--- config.mk ---
export PLATFORM = sky130hd
export DESIGN_NAME = addsub_arbiter
export DESIGN_NICKNAME = d
export VERILOG_FILES = /design/src/rtl/addsub_arbiter.sv
export SDC_FILE = /design/constraint.sdc
export NUM_CORES = 1
export LEC_CHECK = 0
export CORE_MARGIN = 5
export CORE_UTILIZATION = 40
export DETAILED_ROUTE_END_ITERATION = 6
export PLACE_DENSITY = 0.76
export RECOVER_POWER = 25
export SYNTH_ARGS = -nofsm -noshare
export SYNTH_HDL_FRONTEND = slang
export SYNTH_SLANG_ARGS = --single-unit
--- constraint.sdc ---
create_clock -name clk -period 9.6 [get_ports clk]
set_input_delay 2.4 -clock clk [delete_from_list [all_inputs] [get_ports clk]]
set_output_delay 2.4 -clock clk [all_outputs]
set_load 0.05 [all_outputs]
--- src/rtl/addsub_arbiter.sv ---
// addsub_arbiter: two requesters share one 32-bit add/sub datapath.
// A round-robin arbiter grants one requester per cycle into a single
// registered result slot, which drains through a valid/ready response port.
//
// Handshake: a transfer happens on a rising edge where valid and ready are
// both 1. reqN_ready depends only on the valids, rsp_ready, state and the
// priority pointer, never on operand values. rsp_* stay stable while
// rsp_valid = 1 and rsp_ready = 0.
module addsub_arbiter (
    input  logic        clk,
    input  logic        reset,
    input  logic        req0_valid,
    output logic        req0_ready,
    input  logic        req0_op,
    input  logic [31:0] req0_a,
    input  logic [31:0] req0_b,
    input  logic        req1_valid,
    output logic        req1_ready,
    input  logic        req1_op,
    input  logic [31:0] req1_a,
    input  logic [31:0] req1_b,
    output logic        rsp_valid,
    input  logic        rsp_ready,
    output logic        rsp_id,
    output logic [31:0] rsp_r,
    output logic        rsp_carry
);

    typedef enum logic {EMPTY = 1'b0, FULL = 1'b1} state_t;

    state_t      state;
    state_t      state_next;
    logic        ptr;
    logic        slot_free;
    logic        grant0;
    logic        grant1;
    logic        grant_any;
    logic        sel_op;
    logic [31:0] sel_a;
    logic [31:0] sel_b;
    logic [31:0] b_eff;
    logic [32:0] sum;

    // Slot can take a new result when empty or when the held one leaves now;
    // reset blocks every grant in its cycle.
    assign slot_free = !reset && ((state == EMPTY) || rsp_ready);

    // Round-robin: the pointer only matters when both requesters are valid.
    assign grant0    = slot_free && req0_valid && (!req1_valid || !ptr);
    assign grant1    = slot_free && req1_valid && (!req0_valid ||  ptr);
    assign grant_any = grant0 || grant1;

    assign req0_ready = grant0;
    assign req1_ready = grant1;
    assign rsp_valid  = (state == FULL) && !reset;

    // Shared datapath: subtract is A + ~B + 1; carry is reported for add only.
    assign sel_op = grant1 ? req1_op : req0_op;
    assign sel_a  = grant1 ? req1_a  : req0_a;
    assign sel_b  = grant1 ? req1_b  : req0_b;
    assign b_eff  = sel_op ? sel_b : ~sel_b;
    assign sum    = {1'b0, sel_a} + {1'b0, b_eff} + {32'b0, ~sel_op};

    // Next-state logic for the result slot.
    always_comb begin
        state_next = state;
        if (grant_any) begin
            state_next = FULL;
        end else if ((state == FULL) && rsp_ready) begin
            state_next = EMPTY;
        end
    end

    // State register.
    always_ff @(posedge clk) begin
        if (reset) begin
            state <= EMPTY;
        end else begin
            state <= state_next;
        end
    end

    // Priority pointer moves to the loser after each grant.
    always_ff @(posedge clk) begin
        if (reset) begin
            ptr <= 1'b0;
        end else if (grant0) begin
            ptr <= 1'b1;
        end else if (grant1) begin
            ptr <= 1'b0;
        end
    end

    // Result registers load on a grant and otherwise hold.
    always_ff @(posedge clk) begin
        if (reset) begin
            rsp_r     <= 32'd0;
            rsp_carry <= 1'b0;
            rsp_id    <= 1'b0;
        end else if (grant_any) begin
            rsp_r     <= sum[31:0];
            rsp_carry <= sel_op & sum[32];
            rsp_id    <= grant1;
        end
    end

endmodule

==> summary.txt <==
CTS
  – Hold buffer count at CTS: 0
  – CTS buffer count: 5
  – H-tree depth: 2
  – Clock Path Buffers: 2
  – CTS tree: yes
  – Clk slew on worst S/H paths: 0.07 ns
  – Clk_lat worst skew: 0.29 ns
  – Clock sink total: 36
  – Post-CTS sizing: 0
  – Post-CTS Setup Inserts: 0
  – Clk root buf: clkbuf_8

Timing
  – Worst Tran Pin Value: 0.963 ns
  – Clock skew: 0.00653 ns
  – Final setup fails: 0
  – Final worst-path cycle share: 75.6%
  – Final Slew Violations: 0
  – Hold Violations, Final: 0
  – RSZ-0062 raised after global routing: false
  – Max_slew headroom: 34.4%
  – Fmax: 0.138 GHz
  – Final setup TNS: 0 ns
  – Crit path time final: 7.26 ns

Die
  – Core area: 9770 sq um
  – Die width: 110 microns
  – Initial Util: 40.9%
  – Chip height: 110 microns
  – Io pins: 172
  – Die area: 12,100 sq um
  – Rows: 36

Place
  – Final Wtd Congestion: 0.899
  – Placed cells: 838
  – Placed Area: 5820 sq um
  – Final HPWL from detailed placement: 10,300 microns
  – Port buffer count: 171

Pwr
  – VDD IR max: 0.0661 mV
  – Pwr/cell area: 159 nW/um^2
  – Cell leakage power: 2.64 nW

Status
  – Status: finished, final reports clean

Synthesis
  – Asr flop ratio synth: 0%
  – Post-synthesis sequential area ratio: 18.0%
  – Netlist cell types: 54
  – Number of flops mapped to enable cells by yosys: 0
  – Post-synthesis net count: 724
  – Post-Syn Area: 4000 sq um
  – Avg Inst Size Synth: 7.18 sq um
  – Flops & latches, synth: 36
  – Dominant synthesized flop cell: dfxtp_1
  – Cells after Synth: 557
  – Synth Warn #: 0

Run
  – Max Cap Viol: 0

Global routing
  – Largest net degree at the start of global routing: 39
  – Initial antenna violation count: 0
  – Total gr overflow: 0
  – Vias in the first global route: 4,358
  – Tot GR Track Use: 20.4%
  – First-pass GRT wire length: 20,200 microns

Final layout
  – Non-Filler Instances: 846
  – # diodes: 0
  – Fillers: 928
  – Synthesis-to-layout area growth: 48.4%
  – Final design area excluding fillers: 5930 sq um
  – Final core utilization: 60.7%
  – Final net count: 879
  – Share of cells above drive strength 1: 3.93%

Setup path
  – CP max FO: 38
  – Startpoint types: input port
  – Worst EP required: 7.20 ns
  – CP endpoint kind: primary output
  – CP arrival: 4.86 ns
  – WS Path Type: input port to primary output

Routing
  – Wire length per cell: 14.8 microns
  – DR pass1 iterations: 4
  – DR vias: 4,381
  – Residual DRC: 0
  – Post-route ant nets: 0
  – DR vias/cell: 5.18
  – Drt first-iter violations: 151
  – Routed WL: 12,500 microns

Hold path
  – Min-delay worst type: flop to flop
-- logic make-up (layout without fill, tap and decap cells) --
kind of cell / count (synthesis) / count (layout) / synth area share, %
adders and majority gates: 32 / 32 / 10.2
buffers and inverters: 39 / 195 / 3.79
and+or+nand+nor: 218 / 218 / 23.7
muxes: 33 / 33 / 8.36
AOI/OAI and AO/OA: 143 / 143 / 23.7
xor gates and xnor gates: 56 / 56 / 12.3
DFF: 36 / 36 / 18.0
-- cell usage in the layout (no fill, tap or decap), types with 3 or more instances in the layout --
cell,instances
and2_1,3
o211ai_1,4
xnor2_1,47
dlygate4sd3_1,18
o21ai_0,29
or2_2,3
buf_4,6
clkdlybuf4s50_1,153
clkbuf_8,5
nor3_1,4
a31oi_1,5
nor2b_1,5
o21a_1,6
a311oi_1,3
nor2_1,24
nand2_1,142
a21o_1,16
a21oi_1,51
o21bai_1,4
dfxtp_1,36
inv_1,8
xor2_1,9
mux2i_1,31
a211oi_1,11
ha_1,31
nand2b_1,4
and3_1,3
nand3_1,14
-- cell type report --
class                   instances  area [sq um]  share of cell area [%]
clock buffers                   5          68.8                    1.16
clock inverters                 3          42.5                   0.717
inverters                      10          37.5                   0.633
multi-input cells             482          3140                    52.9
flip-flops and latches         36           721                    12.1
well taps                     133           166                    2.80
repair buffers                177          1760                    29.6
-- registers in the layout, summed over array words and instances (netlist names) --
name	flops
state	1
ptr	1
rsp_carry	1
rsp_id	1
rsp_r	32
-- per-layer routing --
layer	track usage (%)	wire [microns]	up-vias
li1	-	-	2268
met1	26.1	5500	1990
met4	3.65	106	0
met2	36.7	6280	114
met5	0	0	-
met3	2.56	634	9
-- metrics by stage --
step                hold WS, ns  setup slack (ns)  power (mW)
finish                    0.456              2.34       0.941
global route              0.495              1.97        1.01
CTS                       0.458              2.33       0.948
detailed placement        0.449              2.09       0.811
global placement          0.441              2.29       0.802
floorplan                 0.542              3.65       0.618
-- power by group --
group          internal, mW  total (mW)  switching [mW]
Combinational         0.257       0.609           0.351
Sequential            0.178       0.196          0.0175
Clock                0.0769       0.136          0.0590
-- critical path, stage by stage --
cell and delay (ns):
clkdlybuf4s50_1 0.46, buf_4 0.30, inv_2 0.18, o2111ai_4 0.14
buf_4 0.44, clkinv_1 0.16, clkdlybuf4s50_1 0.73
-- synth_stat cells, types with 2 or more instances --
library cell | number | area [sq um]
o21bai_1 | 4 | 30.0
a211oi_1 | 11 | 82.6
xor2_1 | 9 | 78.8
a21o_1 | 16 | 120
clkbuf_1 | 25 | 93.8
nor4b_1 | 2 | 17.5
a311oi_1 | 3 | 26.3
nand4_1 | 2 | 12.5
and2_1 | 3 | 18.8
nor3b_1 | 2 | 15.0
ha_1 | 31 | 388
or2_2 | 3 | 18.8
nand4b_1 | 2 | 17.5
a31oi_1 | 5 | 31.3
mux2i_1 | 32 | 320
and3_1 | 3 | 18.8
nand3_1 | 14 | 70.1
o211ai_1 | 4 | 30.0
buf_1 | 2 | 7.51
nand2_1 | 142 | 533
xnor2_1 | 47 | 412
nor2b_1 | 5 | 31.3
nand2b_1 | 4 | 25.0
a221o_1 | 2 | 20.0
inv_1 | 8 | 30.0
a31o_2 | 2 | 17.5
nor2_1 | 25 | 93.8
o21a_1 | 6 | 45.0
o21ai_0 | 29 | 145
a21oi_1 | 51 | 255
dfxtp_1 | 36 | 721
nor3_1 | 4 | 20.0
and4_1 | 2 | 17.5
-- final timing paths --
kind,from,to,slack (ns),depth (start not counted)
setup / recovery,reset,req1_ready,2.34,7
hold / removal,rsp_r[6]$_SDFFE_PP0P_,rsp_r[6]$_SDFFE_PP0P_,0.46,2
setup reg to reg,ptr$_SDFFE_PP0P_,rsp_r[30]$_SDFFE_PP0P_,5.04,15
hold reg to reg,rsp_r[6]$_SDFFE_PP0P_,rsp_r[6]$_SDFFE_PP0P_,0.46,2
No activity file was read; power rests on OpenSTA's default activity.
